File: config.mk
export PLATFORM = sky130hd
export DESIGN_NAME = memory_port_ctrl
export DESIGN_NICKNAME = d
export VERILOG_FILES = /design/src/rtl/memory_port_ctrl_pkg.sv /design/src/rtl/memory_port_ctrl.sv
export SDC_FILE = /design/constraint.sdc
export NUM_CORES = 1
export LEC_CHECK = 0
export BUFFER_PORTS_ARGS = -buffer_cell sky130_fd_sc_hd__buf_2
export CAP_MARGIN = 30
export CORE_AREA = 2 2 233 235
export CTS_BUF_LIST = sky130_fd_sc_hd__clkbuf_2
export CTS_CLUSTER_SIZE = 16
export DETAILED_ROUTE_END_ITERATION = 10
export DIE_AREA = 0 0 235 237
export SLEW_MARGIN = 40
export SYNTH_ARGS = -nofsm -noshare
export SYNTH_HDL_FRONTEND = slang
export SYNTH_SLANG_ARGS = --single-unit
File: constraint.sdc
create_clock -name in_clk -period 11.3 [get_ports in_clk]
set_input_delay 1.695 -clock in_clk [delete_from_list [all_inputs] [get_ports in_clk]]
set_output_delay 1.695 -clock in_clk [all_outputs]
set_load 0.02 [all_outputs]
File: src/rtl/memory_port_ctrl_pkg.sv
// Shared definitions for the coprocessor block-memory port: state encoding,
// default geometry of the memory block and the size of the protected region.
package memory_port_ctrl_pkg;

  // Geometry defaults, shared with the memory block itself
  localparam int MEM_SIZE       = 1024;
  localparam int MEM_BLOCKS     = 4;
  localparam int MEM_LOG_SIZE   = 10;
  localparam int MEM_CELL_WIDTH = 32;

  // Cells 0 and 1 hold the config and status words; block writes may not touch them
  localparam int PROTECTED_CELLS = 2;

  typedef enum logic [1:0] {
    IDLE       = 2'd0,
    RD_ISSUE   = 2'd1,
    RD_CAPTURE = 2'd2,
    WR_ISSUE   = 2'd3
  } state_t;

endpackage

File: src/rtl/memory_port_ctrl.sv
// Initiator side of the block memory port. Accepts one block read or write at
// a time from the core, drives the memory pins with registered strobes,
// captures registered read data one cycle after the read strobe and returns a
// one-cycle response. Status-word updates are forwarded independently.
module memory_port_ctrl
  import memory_port_ctrl_pkg::*;
#(
  parameter int size       = MEM_SIZE,
  parameter int blocks     = MEM_BLOCKS,
  parameter int log_size   = MEM_LOG_SIZE,
  parameter int cell_width = MEM_CELL_WIDTH,
  parameter int width      = blocks * cell_width
) (
  input  logic                  in_clk,
  input  logic                  in_reset,
  // core request channel
  input  logic                  in_req_valid,
  output logic                  out_req_ready,
  input  logic                  in_req_write,
  input  logic [log_size-1:0]   in_req_address,
  input  logic [width-1:0]      in_req_data,
  // core response channel
  output logic                  out_rsp_valid,
  output logic [width-1:0]      out_rsp_data,
  output logic                  out_rsp_error,
  // status update from the core
  input  logic [cell_width-1:0] in_status,
  input  logic                  in_status_we,
  // memory pins
  output logic [log_size-1:0]   out_mem_address,
  output logic [width-1:0]      out_mem_data,
  output logic                  out_mem_read_en,
  output logic                  out_mem_write_en,
  output logic [cell_width-1:0] out_mem_status,
  output logic                  out_mem_write_status_en,
  input  logic [width-1:0]      in_mem_data
);

  // One extra bit so address + blocks never wraps
  localparam logic [log_size:0] SIZE_EXT   = (log_size + 1)'(size);
  localparam logic [log_size:0] BLOCKS_EXT = (log_size + 1)'(blocks);
  localparam logic [log_size:0] PROT_EXT   = (log_size + 1)'(PROTECTED_CELLS);

  state_t            state;
  state_t            next_state;

  logic [log_size:0] end_addr;
  logic              range_err;
  logic              prot_err;
  logic              req_err;

  logic              accept;
  logic              load_req;
  logic              capture;
  logic              read_en_d;
  logic              write_en_d;
  logic              rsp_valid_d;
  logic              rsp_error_d;

  assign out_req_ready = (state == IDLE);

  // Range and write-protection check on the request currently presented
  always_comb begin
    end_addr  = {1'b0, in_req_address} + BLOCKS_EXT;
    range_err = (end_addr > SIZE_EXT);
    prot_err  = in_req_write && ({1'b0, in_req_address} < PROT_EXT);
    req_err   = range_err || prot_err;
  end

  // State register; reset abandons any in-flight request
  always_ff @(posedge in_clk or posedge in_reset) begin
    if (in_reset) begin
      state <= IDLE;
    end else begin
      state <= next_state;
    end
  end

  // Next state plus the next values of the registered strobes
  always_comb begin
    next_state  = state;
    accept      = 1'b0;
    load_req    = 1'b0;
    capture     = 1'b0;
    read_en_d   = 1'b0;
    write_en_d  = 1'b0;
    rsp_valid_d = 1'b0;
    rsp_error_d = 1'b0;
    case (state)
      IDLE: begin
        if (in_req_valid) begin
          accept = 1'b1;
          if (req_err) begin
            // Rejected: stay ready, answer next cycle, leave memory untouched
            rsp_valid_d = 1'b1;
            rsp_error_d = 1'b1;
          end else if (in_req_write) begin
            load_req   = 1'b1;
            write_en_d = 1'b1;
            next_state = WR_ISSUE;
          end else begin
            load_req   = 1'b1;
            read_en_d  = 1'b1;
            next_state = RD_ISSUE;
          end
        end
      end
      RD_ISSUE: begin
        // Memory registers its output at the end of this cycle
        next_state = RD_CAPTURE;
      end
      RD_CAPTURE: begin
        // Memory output is valid only now; sample it and respond
        capture     = 1'b1;
        rsp_valid_d = 1'b1;
        next_state  = IDLE;
      end
      WR_ISSUE: begin
        // Memory has written at the edge entering this state: acknowledge
        rsp_valid_d = 1'b1;
        next_state  = IDLE;
      end
      default: begin
        next_state = IDLE;
      end
    endcase
  end

  // Registered strobes toward memory and core; reset drops them at once
  always_ff @(posedge in_clk or posedge in_reset) begin
    if (in_reset) begin
      out_mem_read_en  <= 1'b0;
      out_mem_write_en <= 1'b0;
      out_rsp_valid    <= 1'b0;
      out_rsp_error    <= 1'b0;
    end else begin
      out_mem_read_en  <= read_en_d;
      out_mem_write_en <= write_en_d;
      out_rsp_valid    <= rsp_valid_d;
      out_rsp_error    <= rsp_error_d;
    end
  end

  // Address and write data latched on an accepted, legal request
  always_ff @(posedge in_clk or posedge in_reset) begin
    if (in_reset) begin
      out_mem_address <= '0;
      out_mem_data    <= '0;
    end else if (load_req) begin
      out_mem_address <= in_req_address;
      out_mem_data    <= in_req_data;
    end
  end

  // Read data capture; memory output is ignored outside RD_CAPTURE
  always_ff @(posedge in_clk or posedge in_reset) begin
    if (in_reset) begin
      out_rsp_data <= '0;
    end else if (capture) begin
      out_rsp_data <= in_mem_data;
    end
  end

  // Status forwarding, one cycle of latency, independent of the FSM
  always_ff @(posedge in_clk or posedge in_reset) begin
    if (in_reset) begin
      out_mem_write_status_en <= 1'b0;
      out_mem_status          <= '0;
    end else begin
      out_mem_write_status_en <= in_status_we;
      if (in_status_we) begin
        out_mem_status <= in_status;
      end
    end
  end

  logic unused_accept;
  assign unused_accept = accept;

endmodule

==> results of run 1 <==
-- flip-flops by register name, summed over array words and instances, names as in the netlist, 2 cells and up --
signal and cells:
out_mem_data 128, out_rsp_data 128, out_mem_status 32, out_mem_address 10, state 2
-- through the flow --
stage	power [mW]	setup slack, ns	area, um2
after floorplan	2.584	1.174	11760
after global placement	3.124	6.794	15490
after detailed placement	3.149	7.101	15500
after CTS	3.988	7.501	16260
after global routing	4.142	7.491	16270
final	3.901	7.787	16270
-- layout make-up --
type	count	area (um2)
Inverter	2	22.52
Clock buffer	121	605.6
Multi-Input combinational cell	317	3885
Fill cell	5452	37020
Sequential cell	305	7632
Clock inverter	16	147.6
Antenna cell	2	5.005
Timing Repair Buffer	612	3097
Tap cell	696	870.8
-- layout by cell type, fill, tap and decap left out, drive strengths merged, types with 3 or more instances in the layout --
cell type | netlist | routed
a22o | 5 | 5
buf | 31 | 612
nor2 | 5 | 5
bufinv | 0 | 3
dfrtp | 305 | 305
clkbuf | 2 | 121
mux2 | 293 | 293
clkinv | 0 | 12
-- power groups by stage --
stage | Sequential [mW] | Combinational, mW | Clock [mW]
after floorplan | 2.08 | 0.508 | 0
after global routing | 1.69 | 1.55 | 0.908
after CTS | 1.64 | 1.49 | 0.853
after detailed placement | 1.65 | 1.50 | 0
after global placement | 1.65 | 1.48 | 0
final | 1.64 | 1.47 | 0.795
-- Yosys cell counts --
master / number
nand2_2: 1
o21bai_1: 1
buf_2: 14
buf_1: 4
o311a_4: 1
nor2b_1: 1
mux2_4: 109
dfrtp_1: 305
a22o_1: 5
nand4_1: 2
or3_1: 1
clkbuf_1: 2
nor2_1: 5
a41oi_1: 1
nor4_1: 2
nand4b_1: 1
nand2_1: 1
and2_1: 1
inv_2: 1
mux2_2: 184
inv_1: 1
and3_1: 1
buf_6: 13
-- cells by family after synthesis --
logic type,count (synthesis)
AO/OA/AOI/OAI,8
AND/OR/NAND/NOR,16
flip-flops,305
multiplexers,293
buffers and inverters,35
-- routing by layer --
layer | GRT usage (%) | routed length (um) | vias up
li1 | - | - | 3693
met1 | 12.49 | 12310 | 3903
met2 | 19.63 | 16370 | 420
met3 | 4.651 | 3059 | 52
met4 | 5.658 | 862 | 0
met5 | 0 | 0 | -
-- final timing paths --
| kind | to | cells past startpoint |
|---|---|---|
| setup / recovery | out_req_ready | 2 |
| hold / removal | state[1] | 1 |
| setup reg to reg | out_mem_data[98] | 6 |
| hold reg to reg | state[1] | 1 |
| max in group asynchronous | out_rsp_data[29] | 4 |
| min in group asynchronous | out_mem_data[103] | 2 |
==> results_dict.tcl, run 1 <==
set metrics [dict create \
    status "finished, final reports clean" \
    setup_viol 0 \
    fmax_ghz 0.2846 \
    path_cells "nor2_1 > buf_2" \
    vdd_ir_drop_max_uv 106.3 \
    power_density_nw_per_um2 239.8 \
    synth_nets 960 \
    max-slew-margin-rel_pct 47.91 \
    synth_area_per_cell_um2 17.89 \
    clk_pin_slew_ns 0.09 \
    crit_family "flip-flops" \
    switchingPower_mw 1.464 \
    critPathArrivalTime_ns 1.82 \
    ys_types 23 \
    die_area_um2 55700 \
    p_int_mw 2.437 \
    crit_slowest_cell "dfrtp_1" \
    cts_tree "built" \
    drt_iter0_drc 184 \
    maxCapViolCount 0 \
    yosys.area_share.simple_pct 0.7450 \
    required_ns 9.61 \
    cts_setup_buffers 0 \
    synth_top_area_cell "dfrtp_1" \
    first_global_vias 8853 \
    clock_latency_ns 0.94 \
    dieHeight_um 237 \
    synth_warnings 0 \
    synth.area.top_cells "dfrtp_1 65%, mux2_2 18%, mux2_4 14%" \
    ys_seq_elements 305 \
    synth_fa_ha_area_share_pct 0 \
    critical_path_buf_inv_count 1 \
    portBuffers 606 \
    period_minus_slack_ns 3.513 \
    root_buffer "clkbuf_2" \
    dp.cells 1932 \
    synth_top_family_by_area "multiplexers" \
    std_cell_rows 85 \
    cts_buffer_depth 3 \
    antenna_found_initial 4 \
    fin_skew_ns 0.06381 \
    worst_slew_pin_slew_ns 0.7814 \
    reg2reg_slack_ns 8.31 \
    p_comb_share_pct 37.6 \
    path_class "reg2out" \
    seq_power_share_pct 42.0 \
    drv_slew 0 \
    cts_buffers 81 \
    hpwl_um 24330 \
    rsz0062_at_grt "false" \
    core_um2 53280 \
    area_delta_synth_final_pct 38.36 \
    finalSetupTns_ns 0 \
    fp.dieW_um 235 \
    grt_pass1_wl_um 49990 \
    grt_max_degree 103 \
    routed_via_density 3.896 \
    pwr-share-clk_pct 20.4 \
    p_leak_nw 8.164 \
    synthCells 657 \
    seq_area_frac_synth_pct 64.92 \
    drcViolationCount 0 \
    ctsResizeCount 0 \
    fin_cells 2071 \
    synthXorXnorAreaFrac_pct 0 \
    synth.top_cell.area_share_pct 64.92 \
    vias 8068 \
    h-tree-depth 3 \
    fin_util_pct 30.53 \
    num_io_pins 607 \
    path_max_fanout 3 \
    ctsHoldBuffers 0 \
    synth_compound_area_share_pct 0.6918 \
    routedWlPerCell_um 15.74 \
    hp-start "state[1]" \
    cts_sinks 305 \
    hp-class "reg2reg" \
    cp_slowest_stage_delay_ns 0.43 \
    finalHoldViolations 0 \
    detail-route-antenna-nets 0 \
    wirelength_um 32590 \
    first_pass_iters 4 \
    start_util_pct 22.06 \
    cp-startpoint "state[0]" \
    start_kind "flop" \
    netlist_area_um2 11760 \
    gp_congestion 0.8252 \
    synthMuxAreaShare_pct 31.55 \
    critPathCaptureType "output port" \
    nets 1622 \
    grtUsageTotal_pct 11.56 \
    drive_above_1_share_pct 75.67 \
    r2r_start "state[0]" \
    overflow 0 \
    hold_ws_ns 0.4959 \
    swShare_pct 37.53 \
    timing.final.crit_share_pct 31.09 \
]
No activity file was read; power rests on OpenSTA's default activity.
==> inputs of run 2 (changes only) <==
Clock period 11.3 ns to 3.7 ns, I/O delays scaled along.
==> run 2 against run 1 <==
Net effect: wire length rose by 14%; utilization rose by 6.3 points; setup slack got worse by 6.8 ns; combinational power rose to 3.3 times the previous value; sequential power rose to 3.0 times the previous value; hold slack got worse by 0.16 ns; non-clock buffer count rose by 334; via count rose by 18%; clock skew rose by 0.015 ns.
==> results_dict.tcl, run 2 (synthesis gave the netlist of run 1 again) <==
set metrics [dict create \
    portBuffers 606 \
    vdd_ir_drop_max_uv 309.8 \
    area_delta_synth_final_pct 66.88 \
    cts_buffer_depth 3 \
    fin_util_pct 36.82 \
    path_max_fanout 63 \
    wirelength_um 37060 \
    cts_tree "built" \
    r2r_start "state[1]" \
    start_util_pct 22.06 \
    required_ns 4.54 \
    finalHoldViolations 0 \
    swShare_pct 38.15 \
    hp-class "in2reg" \
    ff2ff_path_depth 6 \
    nets 1959 \
    hpwl_um 24770 \
    power_density_nw_per_um2 620.7 \
    grt_pass1_wl_um 57370 \
    grtUsageTotal_pct 13.03 \
    fmax_ghz 0.3698 \
    routedWlPerCell_um 15.36 \
    cts_sinks 305 \
    setup_viol 0 \
    path_class "reg2reg" \
    drcViolationCount 0 \
    first_pass_iters 4 \
    hp-start "in_req_data[88]" \
    dieHeight_um 237 \
    gp_congestion 0.8425 \
    biggestRegsByFlops "out_mem_data: 128 flops, out_rsp_data: 128 flops, out_mem_status: 32 flops" \
    drive_above_1_share_pct 62.14 \
    worst_slew_pin_slew_ns 0.7928 \
    root_buffer "clkbuf_2" \
    critPathCaptureType "flop" \
    vias 9549 \
    clock_latency_ns 0.98 \
    clk_pin_slew_ns 0.10 \
    overflow 0 \
    path_cells "nor2_1 > o311a_4 > nand2_2 > inv_6 > buf_12 > mux2_4" \
    seq_power_share_pct 41.1 \
    timing.final.crit_share_pct 73.08 \
    period_minus_slack_ns 2.704 \
    postLayoutCellArea_um2 19620 \
    place_area_um2 15770 \
    start_kind "flop" \
    p_int_mw 7.532 \
    multi_input_area_um2 3885 \
    critPathArrivalTime_ns 3.54 \
    routed_via_density 3.957 \
    grt_max_degree 83 \
    cts_buffers 84 \
    detail-route-antenna-nets 0 \
    r2r_end "out_mem_data[42]" \
    regArea_um2 7632 \
    h-tree-depth 3 \
    mostFrequentLayoutCell "buf_2" \
    crit_slowest_cell "inv_6" \
    fillers 5053 \
    cp_slowest_stage_delay_ns 0.63 \
    p_comb_share_pct 40.0 \
    total_power_mw 12.18 \
    die_area_um2 55700 \
    core_um2 53280 \
    pwr-share-clk_pct 18.9 \
    fin_skew_ns 0.07864 \
    drt_iter0_drc 248 \
    mostFrequentLayoutCells "606 x buf_2, 310 x dlygate4sd3_1, 305 x dfrtp_1" \
    fp.dieW_um 235 \
    num_io_pins 607 \
    ctsResizeCount 0 \
    hold_depth 3 \
    max-slew-margin-rel_pct 47.15 \
    p_leak_nw 9.596 \
    first_global_vias 10686 \
    status "finished, final reports clean" \
    drv_slew 0 \
    switchingPower_mw 4.645 \
    hold_end "out_mem_data[88]" \
    antenna_found_initial 3 \
    reg2reg_slack_ns 1.0 \
    rsz0062_at_grt "false" \
    std_cell_rows 85 \
    maxCapViolCount 0 \
]
run 2: metrics by stage:
step	hold slack, ns	cells	setup slack, ns	TNS (ns)
after floorplan	0.4349	657	-0.9120	-278.16
after global placement	0.4625	1955	0.9936	0
after detailed placement	0.4664	1955	0.9201	0
after CTS	0.006216	2408	1.033	0
after global routing	0.1368	2413	0.8599	0
final	0.3310	2413	0.9961	0
run 2: cell type report:
class / count / share of cell area (%)
diodes: 3 / 0.03827
clock inverters: 24 / 0.5740
multi-input cells: 317 / 19.80
clock buffers: 120 / 3.061
well taps: 696 / 4.439
flip-flops and latches: 305 / 38.90
inverters: 2 / 0.08291
repair buffers: 946 / 33.10
run 2: worst max-delay path by stage:
stage,depth (start not counted),end,start,slack (ns)
6_report,6,out_mem_data[42],state[1],1.0
3_3_place_gp,7,out_mem_data[11],in_req_address[0],0.99
2_1_floorplan,1,out_mem_address[0],in_reset,-0.91
3_5_place_dp,7,out_mem_data[46],in_req_address[0],0.92
5_1_grt,6,out_mem_data[52],state[1],0.86
4_1_cts,2,out_req_ready,state[0],1.03
run 2: power groups by stage:
| stage | Combinational (mW) | Clock [mW] | Sequential (mW) |
|---|---|---|---|
| 3_3_place_gp | 4.56 | 0 | 5.01 |
| 3_5_place_dp | 4.63 | 0 | 5.03 |
| 6_report | 4.87 | 2.30 | 5.00 |
| 2_1_floorplan | 1.55 | 0 | 6.34 |
| 5_1_grt | 5.13 | 2.63 | 5.13 |
| 4_1_cts | 4.89 | 2.46 | 5.00 |
run 2: timing repair:
item / 4_1_cts / 5_1_grt
hold buffers: 309 / 1
hold endpoints to repair: 353 / 12
buffers inserted: 0 / 0
setup endpoints to repair: 0 / 0
run 2: routing by layer:
metal	up-vias	global-route usage [%]	routed length (um)
met5	-	0	0
li1	4367	-	-
met2	488	22.67	18650
met3	88	4.395	2908
met1	4606	13.44	13770
met4	0	8.285	1734
run 2: worst max-delay path: cells and delay by family (launching register included):
family                 cells  cell delay, ns
AO/OA/AOI/OAI              1            0.30
buffers and inverters      2            0.94
flip-flops                 1            0.43
multiplexers               1            0.32
AND/OR/NAND/NOR            2            0.47
==> inputs of run 3 (changes only) <==
Settings changed: ABC_AREA set to 1, CORE_AREA 2 2 233 235 to 2 2 234 236, DIE_AREA 0 0 235 237 to 0 0 236 238.
Clock period 3.7 ns to 2.3 ns, I/O delays scaled along.
==> run 3 against run 2 <==
Net effect: the run now fails in 4_1_cts; synthesized area up 0.97%; synthesized cell count up 51%.
==> results_dict.tcl, run 3 <==
set metrics [dict create \
    status "stopped before the end" \
    haltStage "4_1_cts" \
    error "[ERROR RSZ-0060] Max buffer count reached." \
    netlist_area_um2 11870 \
    synth_top_area_cell "dfrtp_1" \
    ys_seq_elements 305 \
    portBuffers 606 \
    synth-async-reset-ratio_pct 100.0 \
    seq_area_frac_synth_pct 64.30 \
    h-tree-depth 3 \
    synth.area.top_cells "dfrtp_1 64%, mux2_2 13%, nand2_1 9.1%" \
    ys.flop_type "dfrtp_1" \
    synth_area_per_cell_um2 11.94 \
    ctsResizeCount 6 \
    synthCells 994 \
    gp_congestion 0.8163 \
    cts_setup_buffers 3 \
    cts_buffer_depth 3 \
    cts_sinks 305 \
    fp.dieW_um 236 \
    ys_types 19 \
    synth.most_common_cell "dfrtp_1" \
    synth_warnings 0 \
    synth.top_cell.area_share_pct 64.30 \
    yosys-top-cells-count "305 x dfrtp_1, 289 x nand2_1, 139 x nand4_1, 136 x mux2_2, 52 x buf_2" \
    dieHeight_um 238 \
    num_io_pins 607 \
    synth-edff-count 0 \
    hpwl_um 30620 \
    root_buffer "clkbuf_2" \
    ctsHoldBuffers 478 \
    start_util_pct 22.19 \
    std_cell_rows 85 \
    cts_buffers 83 \
    synth_nets 1297 \
]
[run 3: cell types whose count changed after synthesis, moves of 24 or more]
cell / before / now
buf_2: 14 / 52
mux2_1: 0 / 24
mux2_2: 184 / 136
mux2_4: 109 / 0
nand2_1: 1 / 289
nand4_1: 2 / 139
[run 3: stage by stage]
stage	TNS [ns]	instance area, um2	instances	setup WS [ns]
after floorplan	-641.11	11870	994	-2.102
after global placement	0	15760	2239	0.4480
after detailed placement	0	15760	2239	0.4488
[run 3: cells by family after synthesis]
logic type	after synthesis	synth area share, %
flops	305	64.30
mux	160	15.18
buf+inv	87	3.426
simple gates	442	17.10
==> inputs of run 4 (changes only) <==
Settings changed: CORE_AREA 2 2 234 236 to not set, CORE_UTILIZATION set to 20, CTS_BUF_LIST sky130_fd_sc_hd__clkbuf_2 to not set, CTS_CLUSTER_SIZE 16 to not set, DIE_AREA 0 0 236 238 to not set, PLACE_DENSITY_LB_ADDON set to 0.15.
Clock period 2.3 ns to 3 ns, I/O delays scaled along.
==> run 4 against run 3 <==
Net effect: the flow now finishes without violations; synthesized area did not move; synthesized cell count did not move.
==> results_dict.tcl, run 4 <==
set metrics [dict create \
    status "finished, final reports clean" \
    seq_area_frac_synth_pct 64.30 \
    setup_viol 0 \
    p_leak_nw 8.881 \
    mostFrequentLayoutCell "buf_2" \
    start_kind "flop" \
    wl_met2_um 20910 \
    overflow 0 \
    dieHeight_um 245.6 \
    antenna_found_initial 9 \
    drive_above_1_share_pct 51.61 \
    seq_power_share_pct 36.5 \
    grtUsageTotal_pct 13.61 \
    synth_nets 1297 \
    ctsResizeCount 0 \
    grt_max_degree 141 \
    wirelength_um 42540 \
    cts_sinks 305 \
    rsz0062_at_grt "false" \
    routedWlPerCell_um 17.83 \
    path_class "reg2out" \
    std_cell_rows 88 \
    hp-class "in2reg" \
    dp.cells 2311 \
    routed_via_density 4.097 \
    start_util_pct 20.42 \
    fin_cells 2386 \
    synth-async-reset-ratio_pct 100.0 \
    gp_congestion 0.7640 \
    netlist_area_um2 11870 \
    fmax_ghz 0.5192 \
    wl_met1_um 16740 \
    timing.final.crit_share_pct 64.21 \
    vias 9775 \
    drt_iter0_drc 206 \
    synth.top_cell.area_share_pct 64.30 \
    swShare_pct 38.30 \
    synth.most_common_cell "dfrtp_1" \
    period_minus_slack_ns 1.926 \
    die_area_um2 60330 \
    synthCells 994 \
    portBuffers 606 \
    finalSetupTns_ns 0 \
    hold_ws_ns 0.1203 \
    clock_latency_ns 0.54 \
    met3_wirelength_um 3750 \
    synth.area.top_cells "dfrtp_1 64%, mux2_2 13%, nand2_1 9.1%" \
    maxCapViolCount 0 \
    fin_skew_ns 0.02150 \
    regArea_um2 7632 \
    finalHoldViolations 0 \
    ys_types 19 \
    worst_slew_pin_slew_ns 0.7946 \
    max-slew-margin-rel_pct 47.03 \
    power_density_nw_per_um2 1043 \
    switchingPower_mw 6.866 \
    core_um2 58140 \
    synth_area_per_cell_um2 11.94 \
    fp.dieW_um 245.6 \
    fillers 6131 \
    maxUsedRoutingLayer "met5" \
    synth-edff-count 0 \
    biggestRegsByFlops "out_mem_data: 128 flops, out_rsp_data: 128 flops, out_mem_status: 32 flops" \
    h-tree-depth 2 \
    hpwl_um 30870 \
    p_int_mw 11.06 \
    required_ns 2.55 \
    synth_warnings 0 \
    cts_buffer_depth 3 \
    critPathArrivalTime_ns 1.48 \
    drcViolationCount 0 \
    num_io_pins 607 \
    yosys-top-cells-count "305 x dfrtp_1, 289 x nand2_1, 139 x nand4_1, 136 x mux2_2, 52 x buf_2" \
    ys_seq_elements 305 \
    first_pass_iters 4 \
    multi_input_area_um2 3866 \
    critPathCaptureType "output port" \
    nets 1891 \
    pwr-share-clk_pct 25.9 \
    detail-route-antenna-nets 0 \
    drv_slew 0 \
    p_comb_share_pct 37.6 \
    cts_setup_buffers 0 \
    ys.flop_type "dfrtp_1" \
    grt_pass1_wl_um 63050 \
    mostFrequentLayoutCells "606 x buf_2, 305 x dfrtp_1, 287 x nand2_1" \
    synth_top_area_cell "dfrtp_1" \
    cts_tree "built" \
    vdd_ir_drop_max_uv 532.5 \
    root_buffer "clkbuf_16" \
    first_global_vias 10189 \
    area_delta_synth_final_pct 44.73 \
    cts_buffers 39 \
    clk_pin_slew_ns 0.06 \
    path_max_fanout 3 \
]
-- run 4: cell counts after synthesis --
Identical to the previous run, type by type.
-- run 4: critical path, stage by stage (launching register included) --
cell	delay (ns)
dfrtp_1	0.41
inv_2	0.11
nand2_1	0.12
inv_1	0.10
buf_2	0.19
-- run 4: final timing paths --
path                                       start                  to  slack, ns  depth (start not counted)
worst max-delay path                    state[1]       out_req_ready       1.07                          4
worst min-delay path               in_status[26]  out_mem_status[26]       0.12                          2
worst max register to register          state[1]    out_mem_data[29]       1.09                          6
worst min register to register  out_mem_data[83]    out_mem_data[83]       0.46                          2
max in group asynchronous               in_reset   out_rsp_data[106]       1.66                          5
min in group asynchronous               in_reset    out_mem_data[72]       0.50                          3
-- run 4: cells by family after synthesis --
group | share of synthesized area (%)
muxes | 15.18
and+or+nand+nor | 17.10
buffers and inverters | 3.426
DFF | 64.30
-- run 4: stage by stage --
stage          area [um2]  power, mW  worst slack (ns)  utilization [%]
6_report            17180      17.93             1.074            29.55
5_1_grt             17180      19.02            0.8906            29.55
4_1_cts             17170      18.29            0.9369            29.53
3_5_place_dp        15880      13.51            0.8984            27.31
3_3_place_gp        15850      13.47            0.8927            27.26
2_1_floorplan       11870      10.64            -1.507                -
-- run 4: power groups by stage --
stage                     clock network, mW  logic [mW]  registers [mW]
after detailed placement                  0        6.89            6.62
after global routing                   4.99        7.26            6.76
after global placement                    0        6.88            6.59
after CTS                              4.83        6.89            6.57
after floorplan                           0        1.98            8.66
final                                  4.63        6.74            6.55
-- run 4: repair_timing --
action | 4_1_cts | 5_1_grt
endpoints found under the hold margin | 8 | 0
setup endpoints to repair | 0 | 0
hold buffers | 1 | 0
-- run 4: cell type report --
type	count	area share, %
Sequential cell	305	44.43
Multi-Input combinational cell	602	22.50
Timing Repair Buffer	631	19.75
Clock buffer	59	6.882
Tap cell	765	5.571
Clock inverter	10	0.5753
Inverter	9	0.2185
Antenna cell	5	0.07283
-- run 4: routing by layer --
layer | track usage [%] | vias up
li1 | - | 4604
met3 | 4.955 | 71
met1 | 15.63 | 4724
met2 | 23.18 | 370
met4 | 4.695 | 6
met5 | 0 | -
